`config.mk`:
```
export PLATFORM = sky130hd
export DESIGN_NAME = ex_stage_md
export DESIGN_NICKNAME = d
export VERILOG_FILES = /design/src/rtl/ex_stage_md.sv
export SDC_FILE = /design/constraint.sdc
export NUM_CORES = 1
export LEC_CHECK = 0
export BUFFER_PORTS_ARGS = -buffer_cell sky130_fd_sc_hd__clkbuf_2
export CORE_MARGIN = 4
export CORE_UTILIZATION = 54
export CTS_CLUSTER_SIZE = 16
export DETAILED_ROUTE_END_ITERATION = 7
export MAX_ROUTING_LAYER = met4
export PLACE_DENSITY_LB_ADDON = 0.25
export SLEW_MARGIN = 20
export SYNTH_ARGS = -nofsm -noshare
export SYNTH_HDL_FRONTEND = slang
export SYNTH_SLANG_ARGS = --single-unit
```
`constraint.sdc`:
```
create_clock -name clk -period 9.7 [get_ports clk]
set_input_delay 1.94 -clock clk [delete_from_list [all_inputs] [get_ports clk]]
set_output_delay 1.94 -clock clk [all_outputs]
set_load 0.05 [all_outputs]
```
`src/rtl/ex_stage_md.sv`:
```
// Execute stage: 12-op ALU, iterative restoring divider, sub-word store byte enables,
// alignment check, flush, and a forwarding port for the ID hazard logic.

module ex_alu #(
  parameter int DATA_W = 32
) (
  input  logic [11:0]       alu_op,
  input  logic [DATA_W-1:0] src1,
  input  logic [DATA_W-1:0] src2,
  output logic [DATA_W-1:0] alu_result
);
  localparam int SH_W = $clog2(DATA_W);

  logic              do_sub;
  logic [DATA_W:0]   add_ext;
  logic              slt;
  logic              sltu;
  logic [SH_W-1:0]   shamt;
  logic [DATA_W-1:0] sll_res;
  logic [DATA_W-1:0] srl_res;
  logic [DATA_W-1:0] sra_res;

  // One adder serves add, sub and both compares; carry-out clear means src1 < src2 unsigned.
  assign do_sub  = alu_op[1] | alu_op[2] | alu_op[3];
  assign add_ext = {1'b0, src1} + {1'b0, (do_sub ? ~src2 : src2)} + {{DATA_W{1'b0}}, do_sub};
  assign slt     = (src1[DATA_W-1] & ~src2[DATA_W-1])
                 | (~(src1[DATA_W-1] ^ src2[DATA_W-1]) & add_ext[DATA_W-1]);
  assign sltu    = ~add_ext[DATA_W];
  assign shamt   = src2[SH_W-1:0];
  assign sll_res = src1 << shamt;
  assign srl_res = src1 >> shamt;
  assign sra_res = $unsigned($signed(src1) >>> shamt);

  always_comb begin
    alu_result = '0;
    if (alu_op[0] | alu_op[1]) alu_result = alu_result | add_ext[DATA_W-1:0];
    if (alu_op[2])             alu_result = alu_result | {{(DATA_W-1){1'b0}}, slt};
    if (alu_op[3])             alu_result = alu_result | {{(DATA_W-1){1'b0}}, sltu};
    if (alu_op[4])             alu_result = alu_result | (src1 & src2);
    if (alu_op[5])             alu_result = alu_result | ~(src1 | src2);
    if (alu_op[6])             alu_result = alu_result | (src1 | src2);
    if (alu_op[7])             alu_result = alu_result | (src1 ^ src2);
    if (alu_op[8])             alu_result = alu_result | sll_res;
    if (alu_op[9])             alu_result = alu_result | srl_res;
    if (alu_op[10])            alu_result = alu_result | sra_res;
    if (alu_op[11])            alu_result = alu_result | src2;
  end
endmodule

module ex_stage_md #(
  parameter int DATA_W  = 32,
  parameter int DEST_W  = 5,
  parameter int DIV_BPC = 1
) (
  input  logic                          clk,
  input  logic                          reset,
  input  logic                          flush,
  input  logic                          id_to_ex_valid,
  input  logic [4*DATA_W+23+DEST_W-1:0] id_to_ex_bus,
  output logic                          ex_allow_in,
  input  logic                          me_allow_in,
  output logic                          ex_to_me_valid,
  output logic [2*DATA_W+12+DEST_W-1:0] ex_to_me_bus,
  output logic                          data_sram_en,
  output logic [DATA_W/8-1:0]           data_sram_we,
  output logic [DATA_W-1:0]             data_sram_addr,
  output logic [DATA_W-1:0]             data_sram_wdata,
  output logic [DEST_W-1:0]             ex_dest,
  output logic                          ex_fwd_valid,
  output logic [DATA_W-1:0]             ex_fwd_data
);
  localparam int IN_W  = 4*DATA_W+23+DEST_W;
  localparam int PAD_W = 4;
  localparam int DIV_N = DATA_W/DIV_BPC;
  localparam int CNT_W = $clog2(DIV_N+1);

  typedef enum logic [1:0] {
    DIV_IDLE = 2'd0,
    DIV_RUN  = 2'd1,
    DIV_DONE = 2'd2
  } div_state_t;

  // Handshake: a transfer happens on an edge where the producer's valid and the
  // consumer's allow_in are both high; valid never depends on the consumer's allow_in.
  logic            ex_valid;
  logic [IN_W-1:0] bus_r;
  logic            ready_go;
  logic            hs;

  logic [11:0]       alu_op;
  logic [2:0]        md_op;
  logic [1:0]        mem_size;
  logic              mem_sign;
  logic [DATA_W-1:0] pc;
  logic [DATA_W-1:0] imm;
  logic [DATA_W-1:0] rj_value;
  logic [DATA_W-1:0] rkd_value;
  logic              src1_is_pc;
  logic              src2_is_imm;
  logic              res_from_mem;
  logic              gr_we;
  logic              mem_we;
  logic [DEST_W-1:0] dest;

  assign {alu_op, md_op, mem_size, mem_sign, pc, imm, rj_value, rkd_value,
          src1_is_pc, src2_is_imm, res_from_mem, gr_we, mem_we, dest} = bus_r;

  logic [DATA_W-1:0] src1;
  logic [DATA_W-1:0] src2;
  logic [DATA_W-1:0] alu_result;

  assign src1 = src1_is_pc  ? pc  : rj_value;
  assign src2 = src2_is_imm ? imm : rkd_value;

  ex_alu #(.DATA_W(DATA_W)) u_alu (
    .alu_op     (alu_op),
    .src1       (src1),
    .src2       (src2),
    .alu_result (alu_result)
  );

  div_state_t        div_state;
  div_state_t        div_next;
  logic [CNT_W-1:0]  div_cnt;
  logic [DATA_W-1:0] quo;
  logic [DATA_W-1:0] rem;
  logic [DATA_W-1:0] div_q;
  logic [DATA_W-1:0] div_r;

  assign ready_go       = ~md_op[2] | (div_state == DIV_DONE);
  assign ex_allow_in    = ~ex_valid | (ready_go & me_allow_in);
  assign ex_to_me_valid = ex_valid & ready_go & ~flush;
  assign hs             = ex_to_me_valid & me_allow_in;

  always_ff @(posedge clk or posedge reset) begin
    if (reset) begin
      ex_valid <= 1'b0;
      bus_r    <= '0;
    end else begin
      if (flush) begin
        ex_valid <= 1'b0;
      end else if (ex_allow_in) begin
        ex_valid <= id_to_ex_valid;
      end
      if (ex_allow_in && id_to_ex_valid) begin
        bus_r <= id_to_ex_bus;
      end
    end
  end

  // Divider works on magnitudes; md_op[1] selects unsigned, md_op[0] selects remainder.
  logic              div_signed;
  logic              dvd_neg;
  logic              dsr_neg;
  logic              dsr_zero;
  logic [DATA_W-1:0] dvd_mag;
  logic [DATA_W-1:0] dsr_mag;
  logic [DATA_W-1:0] quo_step;
  logic [DATA_W-1:0] rem_step;
  logic [DATA_W:0]   trial;
  logic [DATA_W:0]   diff;
  logic [DATA_W-1:0] q_fix;
  logic [DATA_W-1:0] r_fix;

  assign div_signed = ~md_op[1];
  assign dvd_neg    = div_signed & rj_value[DATA_W-1];
  assign dsr_neg    = div_signed & rkd_value[DATA_W-1];
  assign dsr_zero   = (rkd_value == '0);
  assign dvd_mag    = dvd_neg ? (~rj_value + 1'b1) : rj_value;
  assign dsr_mag    = dsr_neg ? (~rkd_value + 1'b1) : rkd_value;

  always_comb begin
    quo_step = quo;
    rem_step = rem;
    trial    = '0;
    diff     = '0;
    for (int i = 0; i < DIV_BPC; i++) begin
      trial    = {rem_step, quo_step[DATA_W-1]};
      diff     = trial - {1'b0, dsr_mag};
      quo_step = {quo_step[DATA_W-2:0], ~diff[DATA_W]};
      rem_step = diff[DATA_W] ? trial[DATA_W-1:0] : diff[DATA_W-1:0];
    end
  end

  // Signs are applied once, on the last iteration, so RUN only ever handles magnitudes.
  always_comb begin
    q_fix = (dvd_neg ^ dsr_neg) ? (~quo_step + 1'b1) : quo_step;
    r_fix = dvd_neg ? (~rem_step + 1'b1) : rem_step;
    if (dsr_zero) begin
      q_fix = '1;
      r_fix = rj_value;
    end
  end

  always_ff @(posedge clk or posedge reset) begin
    if (reset) begin
      div_state <= DIV_IDLE;
    end else begin
      div_state <= div_next;
    end
  end

  always_comb begin
    div_next = div_state;
    case (div_state)
      DIV_IDLE: if (ex_valid && md_op[2]) div_next = DIV_RUN;
      DIV_RUN:  if (div_cnt == CNT_W'(1)) div_next = DIV_DONE;
      DIV_DONE: if (hs) div_next = DIV_IDLE;
      default:  div_next = DIV_IDLE;
    endcase
    if (flush) div_next = DIV_IDLE;
  end

  always_ff @(posedge clk or posedge reset) begin
    if (reset) begin
      div_cnt <= '0;
      quo     <= '0;
      rem     <= '0;
      div_q   <= '0;
      div_r   <= '0;
    end else if (div_state == DIV_IDLE && div_next == DIV_RUN) begin
      div_cnt <= CNT_W'(DIV_N);
      quo     <= dvd_mag;
      rem     <= '0;
    end else if (div_state == DIV_RUN) begin
      div_cnt <= div_cnt - CNT_W'(1);
      quo     <= quo_step;
      rem     <= rem_step;
      if (div_cnt == CNT_W'(1)) begin
        div_q <= q_fix;
        div_r <= r_fix;
      end
    end
  end

  logic [DATA_W-1:0]   ex_result;
  logic                mem_op;
  logic                ale;
  logic [DATA_W/8-1:0] byte_mask;
  logic [DATA_W-1:0]   store_data;

  assign ex_result = md_op[2] ? (md_op[0] ? div_r : div_q) : alu_result;
  assign mem_op    = mem_we | res_from_mem;
  assign ale       = mem_op & (((mem_size == 2'b01) & alu_result[0])
                             | (mem_size[1] & (alu_result[1:0] != 2'b00)));

  always_comb begin
    byte_mask  = '1;
    store_data = rkd_value;
    if (mem_size == 2'b00) begin
      byte_mask  = 4'b0001 << alu_result[1:0];
      store_data = {4{rkd_value[7:0]}};
    end else if (mem_size == 2'b01) begin
      byte_mask  = 4'b0011 << {alu_result[1], 1'b0};
      store_data = {2{rkd_value[15:0]}};
    end
  end

  // Strobe rides on the handshake so a stalled access is issued exactly once.
  assign data_sram_en    = hs & mem_op & ~ale;
  assign data_sram_we    = (data_sram_en & mem_we) ? byte_mask : '0;
  assign data_sram_addr  = alu_result;
  assign data_sram_wdata = store_data;

  assign ex_dest      = (ex_valid & gr_we) ? dest : '0;
  assign ex_fwd_valid = ex_valid & ready_go & gr_we & ~res_from_mem;
  assign ex_fwd_data  = ex_result;

  // Top nibble of the ME bus is reserved and driven to zero.
  assign ex_to_me_bus = {{PAD_W{1'b0}}, pc, ex_result, mem_size, mem_sign, alu_result[1:0],
                         ale, res_from_mem, gr_we, dest};
endmodule
```
# Yosys cells after proc, flatten, opt, wreduce, memory -nomap -nowiden
# Cells that the tools add are included.
[word_totals]
register_bits = 293
inputBits = 161
output_inout_bits = 190
[classes]
add_sub_neg = 8
eq_ne = 5
shifts = 5
muxes = 42
n_bitwise = 57
n_reduce_logical = 10
[ops]
columns = ["cell", "n"]
rows = [
  ["2-to-1 mux 32 bit", 29],
  ["OR 32 bit", 9],
  ["inverter 32 bit", 6],
  ["adder 32 x 1 -> 32 bit, second input constant", 4],
  ["OR 32 x 1 -> 32 bit", 2],
  ["adder 32 x 32 -> 33 bit", 1],
  ["adder 33 x 1 -> 33 bit", 1],
  ["subtractor 33 x 32 -> 33 bit", 1],
  ["AND 32 bit", 1],
  ["zero test 32 bit", 1],
  ["left shift 32 x 5 -> 32 bit", 1],
  ["right shift 32 x 5 -> 32 bit", 1],
  [">>> shifter 32 x 5 -> 32 bit", 1],
  ["XOR 32 bit", 1],
  ["AND 1 bit", 17],
  ["2-to-1 mux 4 bit", 3],
  ["2-to-1 mux 6 bit", 2],
  ["inverter 1 bit", 11],
  ["2-to-1 mux 2 bit", 4],
  ["OR 1 bit", 8],
  ["== test 2 x 1 -> 1 bit, second input constant", 3],
  ["== test 6 x 1 -> 1 bit, second input constant", 1],
  ["one-hot mux 2 bit (3 select lines)", 1],
  ["nonzero test 2 bit", 3],
  ["10 further kinds", 15],
]

# Depth between registers and ports, before layout
[depth]
ltp_word = 35
ltp_mapped = 32
mapped_depth_nobuf = 27

# Hierarchy
# Synthesis repeated with hierarchy kept, for this count alone.
[unflattened]
cells_unflattened = 3106
hier_area_um2 = 27167.3
[by_module_without_submodules]
columns = ["mod", "n_inst", "cells_each", "area_each_um2", "seq_area_each_um2"]
rows = [
  ["ex_stage_md", 1, 2099, 19463.7, 7332.0],
  ["ex_alu", 1, 1007, 7703.6, 0.0],
]

# Worst setup path before layout
# OpenSTA, ideal clock, no wires.
[synth_path]
kind = "flip-flop to output port"
start = "reg bus_r[12]"
end = "out data_sram_we[3]"
t_arrival_ns = 6.420
t_required_ns = 7.760
setup_slack_ns = 1.340
stages_incl_launch_ff = 19
path_buffers = 4
cell_sequence = "dfrtp_1 > clkbuf_1 > mux2_2 > clkbuf_1 > clkbuf_1 > clkbuf_1 > xnor2_1 > ha_1 > a21o_1 > a21o_1 > a21oi_1 > o311ai_0 > a211oi_1 > o31ai_1 > nor4_1 > nor4_1 > o31a_1 > inv_2 > o311ai_0"
[synth_via]
elab_chain_cells = 35
elab_cells_between_ends = 44
[synth_rtl]
columns = ["element", "line_no", "rtl"]
rows = [
  ["start: declaration", "86", "logic [IN_W-1:0] bus_r;"],
  ["start signal: assignment", "146", "bus_r <= id_to_ex_bus;"],
  ["2-to-1 mux 32 bit (*)", "113", "assign src2 = src2_is_imm ? imm : rkd_value;"],
  ["inverter 32 bit", "25", "assign add_ext = {1'b0, src1} + {1'b0, (do_sub ? ~src2 : src2)} + {{DATA_W{1'b0}}, do_sub};"],
  ["2-to-1 mux 32 bit", "25", ""],
  ["adder 32 x 32 -> 33 bit", "25", ""],
  ["adder 33 x 1 -> 33 bit", "25", ""],
  ["AND 1 bit", "27", "| (~(src1[DATA_W-1] ^ src2[DATA_W-1]) & add_ext[DATA_W-1]);"],
  ["OR 1 bit", "27", ""],
  ["OR 32 x 1 -> 32 bit", "37", "if (alu_op[2]) alu_result = alu_result | {{(DATA_W-1){1'b0}}, slt};"],
  ["[19 not listed]", "-", ""],
  ["named net data_sram_addr[0]", "66", "output logic [DATA_W-1:0] data_sram_addr,"],
  ["nonzero test 2 bit", "245", "| (mem_size[1] & (alu_result[1:0] != 2'b00)));"],
  ["AND 1 bit", "245", ""],
  ["OR 1 bit", "245", ""],
  ["AND 1 bit", "244", "assign ale = mem_op & (((mem_size == 2'b01) & alu_result[0])"],
  ["inverter 1 bit", "260", "assign data_sram_en = hs & mem_op & ~ale;"],
  ["AND 1 bit", "260", ""],
  ["AND 1 bit", "261", "assign data_sram_we = (data_sram_en & mem_we) ? byte_mask : '0;"],
  ["2-to-1 mux 4 bit (*)", "261", ""],
  ["end: declaration", "65", "output logic [DATA_W/8-1:0] data_sram_we,"],
]
# Mark *: on every way through the listed nets, which the timed path passes. The rest lies on a longest branch.

# Final worst setup path
[layout_path]
start = "reg bus_r[8]"
end = "out ex_fwd_data[30]"
[layout_via]
elab_chain_cells = 27
elab_cells_between_ends = 34
[layout_rtl]
columns = ["element", "line_no", "rtl"]
rows = [
  ["2-to-1 mux 32 bit (*)", "113", ""],
  ["inverter 32 bit", "25", ""],
  ["2-to-1 mux 32 bit", "25", ""],
  ["adder 32 x 32 -> 33 bit", "25", ""],
  ["adder 33 x 1 -> 33 bit", "25", ""],
  ["2-to-1 mux 32 bit", "36", "if (alu_op[0] | alu_op[1]) alu_result = alu_result | add_ext[DATA_W-1:0];"],
  ["OR 32 x 1 -> 32 bit", "37", ""],
  ["2-to-1 mux 32 bit", "37", ""],
  ["[11 not listed]", "-", ""],
  ["2-to-1 mux 32 bit", "43", "if (alu_op[8]) alu_result = alu_result | sll_res;"],
  ["OR 32 bit", "44", "if (alu_op[9]) alu_result = alu_result | srl_res;"],
  ["2-to-1 mux 32 bit", "44", ""],
  ["OR 32 bit", "45", "if (alu_op[10]) alu_result = alu_result | sra_res;"],
  ["2-to-1 mux 32 bit", "45", ""],
  ["OR 32 bit", "46", "if (alu_op[11]) alu_result = alu_result | src2;"],
  ["2-to-1 mux 32 bit (*)", "46", ""],
  ["2-to-1 mux 32 bit (*)", "242", "assign ex_result = md_op[2] ? (md_op[0] ? div_r : div_q) : alu_result;"],
  ["end: declaration", "70", "output logic [DATA_W-1:0] ex_fwd_data"],
]
# Every way passes the cells marked *; elsewhere a longest branch is shown, timed or not.

==> out/metrics.yaml <==
logic_synthesis:
  synth_edf_count: 0
  yosys_warnings: 0
  async_flop_share_pct: 100
  syn_inst: 3267
  ys.flop_type: "dfrtp_1"
  synth_seq_cells: 293
  ys_seq_area_share_pct: 27.4
  syn_area_per_cell_um2: 8.18
  syn_area_um2: 26700
  synth.distinct_cells: 87
floorplan:
  ios: 351
  dieArea_um2: 53100
  start_util_pct: 54.6
  die_w_um: 230
  dieHeight_um: 230
  core-area_um2: 49000
  fp-row-count: 81
timing:
  worst_pin_slew_ns: 1.20
  setup_tns_ns: 0
  rsz0062_at_grt: "no"
  worst_hold_slack_ns: 0.484
  timing.slew.headroom_pct: 18.2
  setup_violations: 0
  hold_viol_final: 0
  finClkSkew_ns: 0.0357
  min_period_over_period_pct: 90.6
  fmaxAchievable_ghz: 0.114
  slew_violations: 0
  period_minus_slack_ns: 8.79
pwr:
  internal_power_uw: 4430
  netSwitchingPower_uw: 5670
  p_per_area_nw_per_um2: 342
  p_leak_uw: 0.0132
  power_frac_seq_pct: 19.6
  peakVddDrop_uv: 274
  p_sw_share_pct: 56.1
  pwr-share-clk_pct: 14.5
  p_comb_share_pct: 65.9
clock_tree:
  holdBufCountCts: 0
  cts_buffers: 36
  cts_tree: "built"
  post_cts_buffers: 0
  clk_latency_ns: 0.59
  clock_path_buffers: 3
  htreeDepth: 2
  cts-resized-gates: 0
  cts_sinks: 293
  cts_root_buf: "clkbuf_16"
  clk_pin_slew_ns: 0.06
placement:
  dp_hpwl_um: 92200
  place.gp.congestion: 1.08
  io_buffer_count: 346
  place_inst: 4018
  placed_area_um2: 28200
global_route:
  grtUsageMet1_pct: 56.9
  use_met2_pct: 66.5
  antenna_found_initial: 7
  grt_pass1_vias: 26466
  gr-usage-met3_pct: 8.69
  grt_max_degree: 153
  grt_use_total_pct: 45.0
  grt_pass1_wl_um: 175000
  grt-busiest-layer: "met2"
  grt_overflow: 0
route:
  vias: 27837
  drt_wl_total_um: 121000
  via_per_inst: 6.81
  drc: 0
  wire_per_inst_um: 29.6
  drtIter0Drc: 3839
  antenna_left: 0
  firstDrtPassIters: 6
min_path:
  hold_path.class: "flop to flop"
setup_path:
  start_kind: "flop"
  cp_slowest_cell: "o311ai_0"
  timing.critical_path.buf_inv: 3
  crit_top_cell: "a21o_1"
  crit_fanout: 18
  cp.required_ns: 7.76
  critPathKind: "flop to output port"
  arrival_ns: 6.85
  critPathTopFamily: "compound AO/OA/AOI/OAI gates"
  endpoint_kind: "output port"
  cp_cell_sequence: "buf_4 -> nand2_1 -> o21ai_4 -> inv_2 -> xor2_1 -> fa_1 -> a21o_1 -> a21o_1 -> a21oi_1 -> o311ai_0 -> a211oi_1 -> o31ai_1 -> nand3_1 -> a32oi_1 -> xnor2_1 -> o21ai_0 -> o21a_1 -> clkbuf_2"
  critPathMaxStageDelay_ns: 0.94
finish:
  fin_nets: 3691
  fillers: 4284
  syn2layout_area_growth_pct: 10.5
  drive_gt1_share_pct: 21.5
  fin_area_um2: 29500
  instances_no_fill: 4085
flow_run:
  cap_viol_max_count: 0
outcome:
  status: "completed"
==> Yosys cell counts, drive strengths merged (15+ instances only) <==
| library cell | number | share of area (%) |
|---|---|---|
| nor4 | 21 | 0.49 |
| buf | 130 | 3.2 |
| o31ai | 28 | 0.79 |
| xor2 | 84 | 2.8 |
| or3 | 23 | 0.54 |
| o2111ai | 20 | 0.66 |
| a21oi | 254 | 4.8 |
| o21a | 29 | 0.82 |
| and3 | 26 | 0.61 |
| nand3 | 77 | 1.4 |
| nor3 | 76 | 1.4 |
| ha | 135 | 6.3 |
| dfrtp | 293 | 27 |
| a21o | 36 | 1.0 |
| nand2b | 21 | 0.49 |
| nand2 | 298 | 4.2 |
| a22oi | 53 | 1.5 |
| a31oi | 43 | 1.0 |
| a211oi | 37 | 1.0 |
| mux2 | 216 | 9.1 |
| nor2 | 304 | 4.3 |
| o211ai | 38 | 1.1 |
| and2 | 15 | 0.35 |
| xnor2 | 107 | 3.5 |
| clkbuf | 185 | 2.6 |
| o21ai | 259 | 4.9 |
| a221oi | 15 | 0.49 |
| nand4 | 19 | 0.52 |
| inv | 102 | 1.4 |
| nor2b | 20 | 0.47 |
| mux2i | 140 | 5.2 |
==> kinds of logic after synthesis <==
family                   count (synthesis)  share of synthesized area, %
AND/OR/NAND/NOR                        941                          16.1
AO/OA/AOI/OAI                          930                          22.1
flip-flops                             293                          27.4
XOR/XNOR                               191                          6.26
buffers and inverters                  418                          7.25
multiplexers                           356                          14.4
other                                    1                        0.0140
adder cells (fa/ha/maj)                137                          6.47
==> registers in the layout, indices dropped and copies added (netlist names) <==
signal	cells
bus_r	156
rem	32
ex_valid	1
div_q	32
quo	32
div_r	32
div_cnt	6
div_state	2
==> path summary, 6_finish.rpt <==
check	slack, ns	to	depth (start not counted)	start
hold / removal	0.48	div_r[5]	2	div_r[5]
max in group asynchronous	6.65	bus_r[123]	4	reset
min in group asynchronous	1.34	bus_r[139]	2	reset
setup reg to reg	1.73	div_r[28]	27	bus_r[10]
hold reg to reg	0.48	div_r[5]	2	div_r[5]
setup / recovery	0.91	ex_fwd_data[30]	18	bus_r[8]
==> layout make-up <==
class	instances	area, um2	share of cell area [%]
Sequential cell	293	7340	24.8
Clock buffer	44	971	3.29
Inverter	103	390	1.32
Clock inverter	19	289	0.979
Multi-Input combinational cell	2559	17500	59.4
Timing Repair Buffer	400	2170	7.37
Tap cell	664	831	2.81
Antenna cell	3	7.51	0.0254
==> worst reg2reg max path, stage by stage (launching register included) <==
cell,delay [ns]
dfrtp_1,0.57
nor3_1,0.27
nand2_1,0.10
o31ai_1,0.39
o21ai_0,0.34
nor2_1,0.28
o21a_1,0.30
nand2_1,0.10
xnor2_1,0.29
ha_1,0.36
a21oi_1,0.29
o211ai_1,0.13
a21boi_0,0.33
o211ai_1,0.31
nor3_2,0.44
nor2_4,0.05
inv_2,0.46
nor2_1,0.09
a21oi_1,0.25
ha_1,0.32
nand4_1,0.15
or2_2,0.34
o41ai_2,0.48
nand2_1,0.25
nor4b_4,0.34
mux2i_1,0.13
a221oi_1,0.39
nor2_1,0.07
==> through the flow <==
| stage | total power [uW] | util, % | worst slack [ns] |
|---|---|---|---|
| 2_1_floorplan | 6450 | - | 1.34 |
| 3_3_place_gp | 8260 | 57.7 | 1.85 |
| 3_5_place_dp | 8380 | 57.7 | 1.80 |
| 4_1_cts | 9860 | 60.2 | 1.15 |
| 5_1_grt | 10500 | 60.3 | 0.576 |
| 6_report | 10100 | 60.3 | 0.912 |
==> power groups by stage <==
| stage | sequential (uW) | clock [uW] | combinational [uW] |
|---|---|---|---|
| finish | 1980 | 1460 | 6660 |
| detailed placement | 1960 | 0 | 6410 |
| global route | 2000 | 1510 | 7010 |
| CTS | 1950 | 1460 | 6460 |
| floorplan | 1750 | 0 | 4700 |
| global placement | 1950 | 0 | 6320 |
==> cell usage in the layout, fill, tap and decap left out, types with 15 or more instances in the layout <==
cell / netlist / routed
dfrtp_1: 293 / 290
nor3_1: 75 / 74
mux2_2: 216 / 216
a21o_1: 36 / 36
xnor2_1: 107 / 107
nand4_1: 17 / 17
a221oi_1: 15 / 15
o31ai_1: 28 / 28
buf_4: 89 / 51
o2111ai_1: 20 / 20
clkbuf_2: 3 / 346
a211oi_1: 37 / 37
and3_1: 26 / 26
or3_1: 23 / 23
inv_1: 96 / 95
o211ai_1: 37 / 37
clkbuf_16: 0 / 36
xor2_1: 84 / 84
nor2_1: 303 / 300
nor4_1: 21 / 20
nand3_1: 77 / 77
nand2b_1: 21 / 20
nand2_1: 298 / 298
a31oi_1: 43 / 43
o21a_1: 29 / 29
ha_1: 135 / 135
o21ai_0: 248 / 248
a22oi_1: 53 / 53
a21oi_1: 252 / 252
mux2i_1: 140 / 138
nor2b_1: 20 / 18
==> routing by layer <==
layer	up-vias	share of wire, %
met1	13553	39
met3	417	10
met5	-	0
met4	0	7.8
met2	1904	43
li1	11963	-
Note: power is estimated with default switching activity, not from simulation.
